`src/rtl/serial_frame_rx.sv`:
```
// Symbol-serial frame deserializer: gathers SYM_W-bit symbols into {wdata, cmd, addr}
// frames and buffers completed frames in a small FIFO for the command decoder.
module serial_frame_rx #(
  parameter int SYM_W      = 4,
  parameter int ADDR_W     = 12,
  parameter int CMD_W      = 8,
  parameter int DATA_W     = 32,
  parameter int FIFO_DEPTH = 4,
  parameter int TIMEOUT    = 16
) (
  input  logic              clk,
  input  logic              rst_n,
  input  logic [SYM_W-1:0]  sym_in,
  input  logic              sym_valid,
  output logic              sym_ready,
  input  logic              sym_abort,
  output logic [ADDR_W-1:0] frame_addr,
  output logic [CMD_W-1:0]  frame_cmd,
  output logic [DATA_W-1:0] frame_wdata,
  output logic              frame_valid,
  input  logic              frame_ready,
  output logic              err_timeout,
  output logic [15:0]       frame_cnt,
  output logic [7:0]        drop_cnt
);

  localparam int FRAME_W = ADDR_W + CMD_W + DATA_W;
  localparam int N_SYM   = FRAME_W / SYM_W;
  localparam int CNT_W   = $clog2(N_SYM + 1);
  localparam int IDLE_W  = $clog2(TIMEOUT + 1);
  localparam int PTR_W   = (FIFO_DEPTH > 1) ? $clog2(FIFO_DEPTH) : 1;
  localparam int OCC_W   = $clog2(FIFO_DEPTH + 1);

  localparam logic [CNT_W-1:0]  SYM_LAST  = CNT_W'(N_SYM - 1);
  localparam logic [IDLE_W-1:0] IDLE_LAST = IDLE_W'(TIMEOUT - 1);
  localparam logic [PTR_W-1:0]  PTR_LAST  = PTR_W'(FIFO_DEPTH - 1);
  localparam logic [OCC_W-1:0]  OCC_FULL  = OCC_W'(FIFO_DEPTH);

  logic [CNT_W-1:0]   sym_cnt_q, sym_cnt_d;
  logic [IDLE_W-1:0]  idle_q, idle_d;
  logic [FRAME_W-1:0] asm_q, asm_d;
  logic [FRAME_W-1:0] mem_q [FIFO_DEPTH];
  logic [PTR_W-1:0]   wr_ptr_q, wr_ptr_d, rd_ptr_q, rd_ptr_d;
  logic [OCC_W-1:0]   occ_q, occ_d;
  logic               err_q, err_d;
  logic [15:0]        frame_cnt_q, frame_cnt_d;
  logic [7:0]         drop_cnt_q, drop_cnt_d;

  logic               accept, last_sym, push, pop, drop_evt;
  logic [FRAME_W-1:0] frame_next;

  // Handshakes: a symbol transfers on a rising edge where sym_valid & sym_ready & !sym_abort;
  // a frame transfers where frame_valid & frame_ready. sym_ready depends only on registered
  // occupancy, so a pop frees space for the sender one cycle later.
  assign sym_ready   = (occ_q < OCC_FULL);
  assign frame_valid = (occ_q != '0);
  assign {frame_wdata, frame_cmd, frame_addr} = mem_q[rd_ptr_q];
  assign err_timeout = err_q;
  assign frame_cnt   = frame_cnt_q;
  assign drop_cnt    = drop_cnt_q;

  always_comb begin
    accept   = sym_valid && sym_ready && !sym_abort;
    last_sym = (sym_cnt_q == SYM_LAST);
    push     = accept && last_sym;
    pop      = frame_valid && frame_ready;

    // The completing symbol is merged here so the full frame is pushed in its own cycle.
    frame_next = asm_q;
    for (int k = 0; k < N_SYM; k++) begin
      if (sym_cnt_q == CNT_W'(k)) frame_next[k*SYM_W +: SYM_W] = sym_in;
    end

    sym_cnt_d   = sym_cnt_q;
    idle_d      = idle_q;
    asm_d       = asm_q;
    err_d       = 1'b0;
    frame_cnt_d = frame_cnt_q;
    drop_cnt_d  = drop_cnt_q;
    drop_evt    = 1'b0;

    if (sym_abort) begin
      sym_cnt_d = '0;
      idle_d    = '0;
      drop_evt  = (sym_cnt_q != '0);
    end else if (accept) begin
      idle_d = '0;
      asm_d  = frame_next;
      if (last_sym) begin
        sym_cnt_d   = '0;
        frame_cnt_d = frame_cnt_q + 16'd1;
      end else begin
        sym_cnt_d = sym_cnt_q + CNT_W'(1);
      end
    end else if (sym_cnt_q != '0) begin
      // Stalled cycles (sym_ready low) count as idle too.
      if (idle_q == IDLE_LAST) begin
        sym_cnt_d = '0;
        idle_d    = '0;
        err_d     = 1'b1;
        drop_evt  = 1'b1;
      end else begin
        idle_d = idle_q + IDLE_W'(1);
      end
    end else begin
      idle_d = '0;
    end

    if (drop_evt && (drop_cnt_q != 8'hFF)) drop_cnt_d = drop_cnt_q + 8'd1;

    wr_ptr_d = wr_ptr_q;
    rd_ptr_d = rd_ptr_q;
    if (push) wr_ptr_d = (wr_ptr_q == PTR_LAST) ? '0 : wr_ptr_q + PTR_W'(1);
    if (pop)  rd_ptr_d = (rd_ptr_q == PTR_LAST) ? '0 : rd_ptr_q + PTR_W'(1);

    case ({push, pop})
      2'b10:   occ_d = occ_q + OCC_W'(1);
      2'b01:   occ_d = occ_q - OCC_W'(1);
      default: occ_d = occ_q;
    endcase
  end

  always_ff @(posedge clk or negedge rst_n) begin
    if (!rst_n) begin
      sym_cnt_q   <= '0;
      idle_q      <= '0;
      asm_q       <= '0;
      wr_ptr_q    <= '0;
      rd_ptr_q    <= '0;
      occ_q       <= '0;
      err_q       <= 1'b0;
      frame_cnt_q <= '0;
      drop_cnt_q  <= '0;
      for (int i = 0; i < FIFO_DEPTH; i++) mem_q[i] <= '0;
    end else begin
      sym_cnt_q   <= sym_cnt_d;
      idle_q      <= idle_d;
      asm_q       <= asm_d;
      wr_ptr_q    <= wr_ptr_d;
      rd_ptr_q    <= rd_ptr_d;
      occ_q       <= occ_d;
      err_q       <= err_d;
      frame_cnt_q <= frame_cnt_d;
      drop_cnt_q  <= drop_cnt_d;
      if (push) mem_q[wr_ptr_q] <= frame_next;
    end
  end

endmodule
```
`config.mk`:
```
export PLATFORM = sky130hd
export DESIGN_NAME = serial_frame_rx
export DESIGN_NICKNAME = d
export VERILOG_FILES = /design/src/rtl/serial_frame_rx.sv
export SDC_FILE = /design/constraint.sdc
export NUM_CORES = 1
export LEC_CHECK = 0
export BUFFER_PORTS_ARGS = -buffer_cell sky130_fd_sc_hd__buf_2
export CORE_MARGIN = 2
export CORE_UTILIZATION = 35
export CTS_CLUSTER_SIZE = 30
export DETAILED_ROUTE_END_ITERATION = 6
export GPL_TIMING_DRIVEN = 0
export HOLD_SLACK_MARGIN = 0.03
export SYNTH_ARGS = -nofsm -noshare
export SYNTH_HDL_FRONTEND = slang
export SYNTH_SLANG_ARGS = --single-unit
```
`constraint.sdc`:
```
create_clock -name clk -period 4.4 [get_ports clk]
set_input_delay 0.44 -clock clk [delete_from_list [all_inputs] [get_ports clk]]
set_output_delay 0.44 -clock clk [all_outputs]
set_load 0.05 [all_outputs]
```
==> results of run 1 <==
==> worst register-to-register path, cell delays in order (launching register included) <==
cell and delay, ns:
dfrtp_1 0.45, inv_1 0.12, ha_1 0.27, and3_1 0.17, buf_2 0.24, and3_1 0.19
clkbuf_1 0.32, buf_2 0.36, buf_1 0.51, a21oi_1 0.14
==> stage by stage <==
| step | instance area [sq um] | worst slack [ns] | utilization [%] |
|---|---|---|---|
| finish | 15130 | 1.093 | 41.42 |
| global route | 15130 | 0.9363 | 41.42 |
| CTS | 15130 | 1.027 | 41.42 |
| detailed placement | 14010 | 1.476 | 38.37 |
| global placement | 13950 | -2.773 | 38.19 |
| floorplan | 12930 | 2.111 | - |
==> worst min path at each step <==
stage / start / endpoint / slack [ns] / cells after the start
2_1_floorplan: rst_n / asm_q[0]$_DFFE_PN0P_ / 0.14 / 0
3_3_place_gp: idle_q[4]$_DFF_PN0_ / err_timeout$_DFF_PN0_ / 0.45 / 1
3_5_place_dp: rst_n / mem_q[60]$_DFFE_PN0P_ / 0.45 / 1
4_1_cts: sym_abort / idle_q[2]$_DFF_PN0_ / 0.25 / 3
5_1_grt: sym_abort / idle_q[4]$_DFF_PN0_ / 0.28 / 3
6_report: sym_abort / idle_q[4]$_DFF_PN0_ / 0.28 / 3
==> placed cells by master, fill, tap and decap left out, drive strengths merged, types with 3 or more instances in the layout <==
cell type,instances
ha,13
nand4,8
inv,14
nand2,70
dfrtp,301
a21oi,209
nor3b,5
clkbuf,87
nand3,8
clkinv,6
mux4,52
nor2,221
mux2i,53
buf,127
o21ai,55
xor2,18
and3,7
xnor2,9
nor4,3
bufinv,5
mux2,6
nor3,9
==> flip-flops by register name, summed over array words and instances, names as in the netlist <==
register / cells
mem_q: 208
asm_q: 52
frame_cnt: 16
drop_cnt: 8
idle_q: 5
sym_cnt_q: 4
occ_q: 3
rd_ptr_q: 2
wr_ptr_q: 2
err_timeout: 1
==> layer usage <==
layer  GRT usage (%)  routed length, microns
met3           2.716                    1669
met4           4.181                     623
met1           26.02                   15570
met2           28.02                   15860
met5               0                       0
==> cell type report <==
type / instances / area, sq um / share of cell area [%]
sequential: 301 / 7532 / 49.79
multi-input combinational: 765 / 5005 / 33.09
clock buffer: 45 / 898.4 / 5.939
tap: 468 / 585.6 / 3.871
timing repair buffer: 90 / 510.5 / 3.375
buffer: 80 / 342.8 / 2.266
clock inverter: 12 / 203.9 / 1.348
inverter: 13 / 48.80 / 0.3226
==> power groups by stage <==
stage	registers, mW	clock network [mW]	logic (mW)
after floorplan	3.22	0	0.928
after CTS	3.12	2.89	1.45
after global placement	3.16	0	1.41
final	3.12	2.82	1.44
after detailed placement	3.17	0	1.45
after global routing	3.14	3.00	1.58
==> what timing repair did <==
action / CTS / global route
hold buffers: 1 / 0
resized for setup: 0 / 0
buffers inserted: 0 / 0
hold endpoints to repair: 63 / 0
==> logic make-up after synthesis <==
logic type,count (synthesis),synth area share (%)
AND/OR/NAND/NOR,343,11.19
flip-flops,301,58.26
AO/OA/AOI/OAI,270,10.60
multiplexers,111,13.68
buffers and inverters,93,3.029
XOR/XNOR,27,1.829
adder cells (fa/ha/maj),14,1.413
==> results.toml, run 1 <==
[run_status]
status = "finished, final reports clean"

[critical_path]
crit_chain = "clkbuf_1 -> buf_2 -> mux4_2 -> buf_2"
cp_common_cell = "buf_2"
ff2ff_path_depth = 9
rr_startpoint = "sym_cnt_q[0]$_DFFE_PN0P_"
timing.rr.end = "mem_q[89]$_DFFE_PN0P_"
critPathRequiredTime_ns = 3.96
worstSetupStartpoint = "rd_ptr_q[0]$_DFFE_PN0P_"
path_buf_inv = 3
cpPeakStageDelay_ns = 0.60
crit_family = "buffers and inverters"
path_max_fanout = 10
endpoint = "frame_wdata[3]"
rrSetupSlack_ns = 1.48
path_class = "reg -> out"
cp_num_cells = 4
slowest_stage = "clkbuf_1"
cp-start-kind = "flip-flop"
critPathCaptureType = "primary output"
worstPathArrival_ns = 2.87

[sta]
fin_crit_sh_pct = 75.15
maxSlewHeadroom_pct = 36.60
hold_viol = 0
tns_ns = 0
rsz0062_at_grt = "false"
worstMarginPinSlew_ns = 0.9490
slew_violations = 0
fin_crit_ns = 3.307
hold_ws_ns = 0.2776
fmax_mhz = 302.4
finalSetupViolCount = 0
fin_skew_ns = 0.01367

[yosys]
synthDominantCellAreaShare_pct = 58.26
ys_ff_latch = 301
synth_common_cells = "dfrtp_1, nor2_1, a21oi_1, nand2_1, o21ai_0"
synthesis.nets = 1182
synth.area.top_cells = "dfrtp_1, mux4_2, a21oi_1"
ys.flop_type = "dfrtp_1"
synth_edf_count = 0
ys_warn_count = 0
synth_cells = 1159
synth_area_leader_cell = "dfrtp_1"
synthArstFlopShare_pct = 100.0
synthesis.area_sq_mm = 0.01293
synth_most_common_cell = "dfrtp_1"
synth_cell_types = 43
ys_seq_area_share_pct = 58.26
avgSynthCellArea_sq_um = 11.16

[route]
wl_per_cell_microns = 19.01
via_per_inst = 5.180
vias = 9190
drc = 0
wl_mm = 33.72
dr.pass1.iters = 5
drtIter0Drc = 765
antenna_left = 0

[clocking]
insertion_delay_ns = 0.58
htree_levels = 1
cts_root_buf = "clkbuf_16"
clk_pin_slew_ns = 0.06
cts_buffers = 31
cts_max_path_buffers = 3
cts.sinks = 301
cts_tree = "built"

[flow_run]
max_cap_viol_count = 0

[pwr]
pwr-share-comb_pct = 19.5
powerDensity_mw_per_mm2 = 487.7
p_sw_mw = 2.223
switching_share_pct = 30.13
peakVddDrop_uv = 362.9
p_total_mw = 7.377
p_clk_share_pct = 38.2
power_leakage_nw = 7.434
p_seq_share_pct = 42.3
p_int_mw = 5.155

[floorplanning]
die_height_microns = 196.2
core.rowCount = 70
io_pins = 88
core_sq_mm = 0.03652
dieArea_sq_mm = 0.03849
die-width_microns = 196.2
initial_utilization_pct = 35.40

[cells_and_area]
drive_above_1_share_pct = 18.07
n_antenna_cell = 0
layoutNonFillerInstCount = 1774
num-nets-final = 1305
num-fill-cells = 3468
area_delta_synth_final_pct = 17.00

[global_route]
grt-ovfl-total = 0
grt_pass1_wl_mm = 53.84
antenna_found_initial = 0
grtUsageTotal_pct = 17.81
first_global_vias = 9263
grt_max_degree = 125

[placement]
placed_cells = 1716
portBuffers = 87
dp_hpwl_mm = 21.95
gp_congestion = 0.7807

[worst_hold_path]
hp-class = "in -> reg"
(Power assumes the default switching activity.)
==> run 2: changes to the inputs <==
- clock period: 4.4 -> 3.3 ns (I/O delays scaled with it)
==> results.toml, run 2 (synthesis gave the netlist of run 1 again) <==
[run_status]
status = "finished, final reports clean"

[critical_path]
rr_startpoint = "sym_cnt_q[0]$_DFFE_PN0P_"
cp-start-kind = "flip-flop"
cp_common_cell = "clkbuf_1"
timing.rr.end = "mem_q[89]$_DFFE_PN0P_"
worstPathArrival_ns = 2.76
critPathRequiredTime_ns = 2.97
path_max_fanout = 10
path_buf_inv = 3
crit_chain = "clkbuf_1 -> clkbuf_1 -> mux4_2 -> buf_2"
crit_family = "buffers and inverters"
rrSetupSlack_ns = 0.38
worstSetupStartpoint = "rd_ptr_q[1]$_DFFE_PN0P_"
slowest_stage = "clkbuf_1"
cp_num_cells = 4
path_class = "reg -> out"
critPathCaptureType = "primary output"
ff2ff_path_depth = 9
cpPeakStageDelay_ns = 0.64

[cells_and_area]
seqCellArea_sq_mm = 0.007532
largest_reg_flops = 208
drive_above_1_share_pct = 18.15
finalInstanceArea_sq_mm = 0.01513
mostFrequentLayoutCell = "dfrtp_1"
largest-register = "mem_q"
area_delta_synth_final_pct = 17.01
num-fill-cells = 3468
final_cell_mix = "dfrtp_1, nor2_1, a21oi_1"
final_core_util_pct = 41.42
n_antenna_cell = 0
multi_input_area_sq_mm = 0.005005
num-nets-final = 1305

[global_route]
grt_pass1_wl_mm = 53.84
first_global_vias = 9263
grt_max_degree = 125
grtUsageTotal_pct = 17.81
grt-ovfl-total = 0
antenna_found_initial = 0

[sta]
slew_violations = 0
hold_ws_ns = 0.1672
fin_crit_ns = 3.093
rsz0062_at_grt = "false"
tns_ns = 0
setup_ws_ns = 0.2071
fmax_mhz = 323.3
maxSlewHeadroom_pct = 36.60
finalSetupViolCount = 0
hold_viol = 0
fin_crit_sh_pct = 93.72
fin_skew_ns = 0.01350
worstMarginPinSlew_ns = 0.9490

[route]
wl_per_cell_microns = 19.01
antenna_left = 0
dr.pass1.iters = 5
drtIter0Drc = 765
via_per_inst = 5.183
wl_mm = 33.72
drc = 0
vias = 9195

[floorplanning]
io_pins = 88
die-width_microns = 196.2
dieArea_sq_mm = 0.03849
initial_utilization_pct = 35.40
core.rowCount = 70
core_sq_mm = 0.03652
die_height_microns = 196.2

[flow_run]
max_cap_viol_count = 0

[clocking]
insertion_delay_ns = 0.58
cts_tree = "built"
cts_root_buf = "clkbuf_16"
cts_buffers = 31
clk_pin_slew_ns = 0.06
cts.sinks = 301
htree_levels = 1
cts_max_path_buffers = 3

[placement]
post_dp_cell_area_sq_mm = 0.01401
dp_hpwl_mm = 21.95
portBuffers = 87
gp_congestion = 0.7807
dp_slack_ns = 0.4240

[pwr]
powerDensity_mw_per_mm2 = 650.3
peakVddDrop_uv = 483.8
power_leakage_nw = 7.437

[worst_hold_path]
min_from = "sym_abort"
hp-class = "in -> reg"
min_path_cells = 3
hold_end = "idle_q[4]$_DFF_PN0_"
[run 2: cell types whose count changed in the layout (fill, tap and decap cells not counted)]
cell	delta
clkbuf_1	-1
clkbuf_2	+1
[run 2: worst max-delay path by stage]
stage,to,slack [ns]
floorplan,occ_q[2]$_DFFE_PN0P_,1.02
global placement,mem_q[194]$_DFFE_PN0P_,-3.76
detailed placement,occ_q[2]$_DFFE_PN0P_,0.42
CTS,frame_wdata[7],0.04
global route,frame_wdata[27],0.15
finish,frame_addr[2],0.21
[run 2: per-stage QoR]
stage | total power, mW | std cells
3_3_place_gp | 6.092 | 1714
3_5_place_dp | 6.151 | 1716
2_1_floorplan | 5.532 | 1159
6_report | 9.838 | 1774
5_1_grt | 10.30 | 1774
4_1_cts | 9.947 | 1774
[run 2: cell type report]
type	count	area share (%)
Inverter	13	0.3226
Timing Repair Buffer	90	3.374
Clock inverter	12	1.348
Sequential cell	301	49.79
Clock buffer	45	5.938
Tap cell	468	3.871
Multi-Input combinational cell	765	33.08
Buffer	80	2.274
[run 2: worst min-delay path: stages]
cell      delay (ns)
buf_2           0.13
nand3b_1        0.18
nor2_1          0.06
[run 2: per-layer routing]
layer,wire length (microns),vias up,track usage [%]
met1,15570,4670,26.02
met2,15880,231,28.02
met5,0,-,0
met3,1647,42,2.716
li1,-,4252,-
met4,623,0,4.181
[run 2: what timing repair did]
item,in CTS,in global routing
endpoints found under the hold margin,63,0
buffers inserted,0,0
endpoints found under the setup margin,0,26
resized for setup,0,2
hold buffers,1,0
[run 2: report_power, final]
part	internal (mW)	leakage [nW]	total [mW]	switching, mW
clock	2.28	0.545	3.76	1.48
combinational	0.616	2.75	1.92	1.30
sequential	3.98	4.14	4.16	0.180
total	6.87	7.44	9.84	2.96
